$ cat src/rtl/rle_decoder.sv
// rle_decoder
// Expands a stream of run-length tokens into DCT coefficient samples.
// A literal token passes its value straight through; a run token expands
// into N zero samples. Samples are grouped into blocks of BLOCK_LEN, and
// out_last marks the final sample of each block. A run that would cross a
// block boundary is cut short at the block end, and the sticky err flag is
// raised.
//
// Ports
//   clk        - clock; all state changes happen on its rising edge
//   rst_n      - asynchronous active-low reset
//   in_valid   - a token is present on in_is_run / in_data
//   in_ready   - the decoder accepts the token this cycle
//   in_is_run  - 1 = zero-run token, 0 = literal coefficient
//   in_data    - literal value, or the run count in its low RUN_W bits
//   out_valid  - out_data holds a sample
//   out_ready  - downstream consumes the sample
//   out_data   - reconstructed coefficient
//   out_last   - the held sample is index BLOCK_LEN-1 of its block
//   err        - sticky run-overflow flag, cleared only by reset
module rle_decoder #(
    parameter int width     = 11,
    parameter int RUN_W     = 8,
    parameter int BLOCK_LEN = 64
) (
    input  logic                    clk,
    input  logic                    rst_n,
    input  logic                    in_valid,
    output logic                    in_ready,
    input  logic                    in_is_run,
    input  logic signed [width-1:0] in_data,
    output logic                    out_valid,
    input  logic                    out_ready,
    output logic signed [width-1:0] out_data,
    output logic                    out_last,
    output logic                    err
);

    localparam int IDX_W = (BLOCK_LEN > 1) ? $clog2(BLOCK_LEN) : 1;
    localparam logic [IDX_W-1:0] LAST_IDX = IDX_W'(BLOCK_LEN - 1);

    typedef enum logic {
        IDLE,
        RUN
    } state_t;

    state_t                  state, state_n;
    logic [RUN_W-1:0]        run_left, run_left_n;
    logic [IDX_W-1:0]        idx, idx_n;
    logic                    out_valid_n;
    logic                    out_last_n;
    logic                    err_n;
    logic signed [width-1:0] out_data_n;

    logic                    load_ok;
    logic                    at_last;
    logic [RUN_W-1:0]        run_cnt;
    logic [IDX_W-1:0]        idx_inc;

    // idx is the block position the next loaded sample will take, so the
    // out_last flag can be registered together with the sample itself.
    assign run_cnt = in_data[RUN_W-1:0];
    assign load_ok = !out_valid || out_ready;
    assign at_last = (idx == LAST_IDX);
    assign idx_inc = at_last ? '0 : idx + 1'b1;

    always_ff @(posedge clk or negedge rst_n) begin
        if (!rst_n) begin
            state     <= IDLE;
            run_left  <= '0;
            idx       <= '0;
            out_valid <= 1'b0;
            out_data  <= '0;
            out_last  <= 1'b0;
            err       <= 1'b0;
        end else begin
            state     <= state_n;
            run_left  <= run_left_n;
            idx       <= idx_n;
            out_valid <= out_valid_n;
            out_data  <= out_data_n;
            out_last  <= out_last_n;
            err       <= err_n;
        end
    end

    // The output register is reloaded only when it is empty or being
    // consumed this cycle; otherwise everything holds, which keeps a
    // stalled sample stable and stops a run from advancing.
    always_comb begin
        state_n     = state;
        run_left_n  = run_left;
        idx_n       = idx;
        out_valid_n = out_valid;
        out_data_n  = out_data;
        out_last_n  = out_last;
        err_n       = err;
        in_ready    = 1'b0;

        case (state)
            IDLE: begin
                in_ready = load_ok;
                if (load_ok) begin
                    out_valid_n = 1'b0;
                    out_last_n  = 1'b0;
                    if (in_valid) begin
                        if (!in_is_run) begin
                            out_valid_n = 1'b1;
                            out_data_n  = in_data;
                            out_last_n  = at_last;
                            idx_n       = idx_inc;
                        end else if (run_cnt != '0) begin
                            out_valid_n = 1'b1;
                            out_data_n  = '0;
                            out_last_n  = at_last;
                            idx_n       = idx_inc;
                            // More zeros follow: either keep running, or,
                            // when this zero already closes the block, drop
                            // the rest and flag the overflow.
                            if (run_cnt > RUN_W'(1)) begin
                                if (at_last) begin
                                    err_n = 1'b1;
                                end else begin
                                    run_left_n = run_cnt - 1'b1;
                                    state_n    = RUN;
                                end
                            end
                        end
                    end
                end
            end

            RUN: begin
                if (load_ok) begin
                    out_valid_n = 1'b1;
                    out_data_n  = '0;
                    out_last_n  = at_last;
                    idx_n       = idx_inc;
                    run_left_n  = run_left - 1'b1;
                    // Loading the final zero ends the run even if it lands
                    // exactly on the block end; only surplus zeros are an
                    // overflow.
                    if (run_left == RUN_W'(1)) begin
                        state_n = IDLE;
                    end else if (at_last) begin
                        err_n      = 1'b1;
                        run_left_n = '0;
                        state_n    = IDLE;
                    end
                end
            end

            default: begin
                state_n = IDLE;
            end
        endcase
    end

endmodule

$ cat config.mk
export PLATFORM = sky130hd
export DESIGN_NAME = rle_decoder
export DESIGN_NICKNAME = d
export VERILOG_FILES = /design/src/rtl/rle_decoder.sv
export SDC_FILE = /design/constraint.sdc
export NUM_CORES = 1
export LEC_CHECK = 0
export BUFFER_PORTS_ARGS = -buffer_cell sky130_fd_sc_hd__buf_2
export CAP_MARGIN = 20
export CORE_AREA = 2 2 76 70
export DETAILED_ROUTE_END_ITERATION = 8
export DIE_AREA = 0 0 78 72
export SLEW_MARGIN = 5
export SYNTH_ARGS = -nofsm -noshare
export SYNTH_HDL_FRONTEND = slang
export SYNTH_SLANG_ARGS = --single-unit
$ cat constraint.sdc
create_clock -name clk -period 1.8 [get_ports clk]
set_clock_uncertainty 0.1 [all_clocks]
set_input_delay 0.27 -clock clk [delete_from_list [all_inputs] [get_ports clk]]
set_output_delay 0.27 -clock clk [all_outputs]
set_load 0.005 [all_outputs]
==> impl_metrics.py <==
metrics = {
    "power": {
        "total_power_w": 0.00333,
        "vdd_drop_max_v": 0.000666,
        "powerDensity_nw_per_um2": 1360,
        "p_leak_nw": 1.10,
    },
    "synthesis": {
        "synth_cell_types": 43,
        "synthAdderAreaFrac_pct": 4.46,
        "ys_ff_latch": 29,
        "synth-async-reset-ratio_pct": 100,
        "synth_area_um2": 1680,
        "synth_xor_xnor_area_share_pct": 3.64,
        "yosys_warnings": 0,
        "synth_top_family_by_area": "simple AND/OR/NAND/NOR gates",
        "synth_ff_type": "dfrtp_1",
        "synth_area_leaders": "dfrtp_1 (43%), nand2_1 (8.5%), o21ai_0 (7.1%)",
        "synth_top_cell_area_share_pct": 43.1,
        "syn_area_per_cell_um2": 8.90,
        "post-synth-top-area-cell": "dfrtp_1",
        "synth_fp_nets": 211,
        "synth.mux.area_fraction_pct": 2.01,
        "synth_edf_count": 0,
        "synthSimpleGateAreaFrac_pct": 21.9,
        "netlist_instances": 189,
        "synth_compound_gate_area_share_pct": 20.7,
        "seq_area_frac_synth_pct": 43.1,
    },
    "place": {
        "port_buffers": 30,
        "post_dp_cell_area_um2": 2200,
        "place_congestion": 0.842,
        "hpwl_um": 3280,
    },
    "floorplanning": {
        "row_count": 24,
        "coreArea_um2": 4800,
        "ioPinCount": 31,
        "die_w_um": 78,
        "die_area_um2": 5620,
        "initial_core_util_pct": 35.0,
        "chipHeight_um": 72,
    },
    "setup_path": {
        "reg2regPathDepth": 6,
        "rrSetupSlack_ps": -10,
        "cp.arrival_ps": 1890,
        "endpoint_kind": "flip-flop",
        "cp_slowest_cell": "or4_4",
        "cp-start-kind": "primary input",
        "critical_path.most_common_cell": "buf_6",
        "cpPeakStageDelay_ps": 530,
        "worstPathRequired_ps": 1870,
        "crit_type": "primary input to flip-flop",
        "path_cells": "buf_6 -> or4_4 -> buf_6 -> nor4_4 -> o31a_4 -> nor2_4 -> mux2_4",
        "crit_fanout": 4,
    },
    "final_layout": {
        "nNetsFinal": 279,
        "layout_commonest_cell": "nand2_1",
        "final_cell_mix": "nand2_1 (37), buf_4 (33), dfrtp_1 (29)",
        "fin_area_um2": 2440,
        "diodes": 0,
        "syn2layout_area_growth_pct": 45.2,
        "drive_gt1_share_pct": 42.6,
    },
    "route": {
        "ant_nets": 0,
        "via_per_inst": 4.96,
        "drtPass1Iterations": 4,
        "dr.first_iter.drc_count": 65,
        "drc_errors": 0,
        "routed_wl_um": 4400,
        "wl_per_cell_um": 13.6,
        "vias": 1603,
    },
    "clock_network": {
        "cts_buffer_depth": 2,
        "htreeDepth": 2,
        "tritoncts": "built",
        "clk_latency_ps": 280,
        "cts_buffers": 5,
        "clock-sinks": 29,
        "clkTransAtPathRegs_ps": 70,
        "root_buffer": "clkbuf_8",
    },
    "job": {
        "drv_cap": 0,
    },
    "status": {
        "violations": "negative setup slack",
        "status": "complete, but fails checks",
    },
    "sta": {
        "hold_viol": 0,
        "min_period_over_period_pct": 101,
        "tightestPinTransition_ps": 666,
        "setup_viol": 3,
        "slew-limit-headroom_pct": 55.6,
        "slew_violations": 0,
        "rsz0062_at_grt": "true",
        "period_needed_ps": 1820,
        "max_freq_ghz": 0.550,
        "fin_ws_ps": -18.9,
    },
    "worst_hold_path": {
        "hold_class": "primary input to flip-flop",
        "hold_depth": 3,
    },
    "grt": {
        "grt_max_degree": 30,
        "antenna_found_initial": 0,
        "grt.overflow.total": 0,
        "grt_pass1_vias": 1566,
        "grt_pass1_wl_um": 7050,
        "grtUsageTotal_pct": 16.2,
    },
}
## per-layer routing
metal / vias up / GRT usage [%] / routed length, µm
met4: 0 / 5.85 / 59
met2: 27 / 26.0 / 2110
met1: 759 / 21.1 / 2090
li1: 812 / - / -
met3: 5 / 4.48 / 140
met5: - / 0 / 0
## layout make-up
class	instances	area, µm²
flip-flops and latches	29	726
clock buffers	5	68.8
multi-input cells	145	1050
repair buffers	69	477
clock inverters	3	17.5
inverters	7	26.3
fillers	449	2360
well taps	65	81.3
## timing repair
item / in CTS / in global routing
hold buffers: 1 / 0
resized for setup: 13 / 24
setup buffers: 0 / 3
endpoints found under the setup margin: 11 / 19
cloned: 0 / 0
endpoints found under the hold margin: 29 / 0
pin swaps: 4 / 3
## worst paths after layout
kind | startpoint | endpoint
worst max-delay path | in_data[5] | run_left[1]
worst min-delay path | in_data[9] | out_data[9]
worst max register to register | idx[1] | run_left[0]
worst min register to register | out_data[9] | out_data[9]
max in group asynchronous | rst_n | out_data[7]
min in group asynchronous | rst_n | idx[2]
## stage by stage
| step | util, % | setup slack (ps) | cells | hold WS [ps] | TNS, ps |
|---|---|---|---|---|---|
| 2_1_floorplan | - | -137 | 189 | -126 | -1680 |
| 3_3_place_gp | 45.9 | -347 | 311 | 243 | -7730 |
| 3_5_place_dp | 45.9 | -362 | 311 | 249 | -8280 |
| 4_1_cts | 48.3 | -16.2 | 320 | 118 | -32.7 |
| 5_1_grt | 50.9 | -73.0 | 323 | 122 | -438 |
| 6_report | 50.9 | -18.9 | 323 | 125 | -39.0 |
## worst max-delay path, delay by kind of cell
family / cells / cell delay, ps
multiplexers: 1 / 310
AO/OA/AOI/OAI: 1 / 210
AND/OR/NAND/NOR: 3 / 870
buffers and inverters: 2 / 230
## synthesized netlist by cell type, drive strengths merged (4+ instances only)
| cell type | count |
|---|---|
| o21ai | 26 |
| nand2 | 38 |
| o31ai | 5 |
| nand3 | 4 |
| xor2 | 4 |
| ha | 6 |
| nand2b | 4 |
| inv | 7 |
| nor3 | 4 |
| o22ai | 4 |
| clkbuf | 5 |
| nor2 | 14 |
| dfrtp | 29 |
## report_power, final
part | internal, W | switching (W)
combinational | 0.000857 | 0.000824
sequential | 0.000884 | 0.000234
clock | 0.000266 | 0.000264
## state kept, by name, indices dropped and copies added, names as in the netlist
name / cells
err: 1
idx: 6
out_data: 11
out_last: 1
out_valid: 1
run_left: 8
state: 1
## kinds of logic after synthesis
kind of cell,count (synthesis)
AO/OA/AOI/OAI,52
XOR/XNOR,7
adder cells (fa/ha/maj),6
buffers and inverters,15
flip-flops,29
multiplexers,3
AND/OR/NAND/NOR,77
Power figures use the tool's default switching activity.
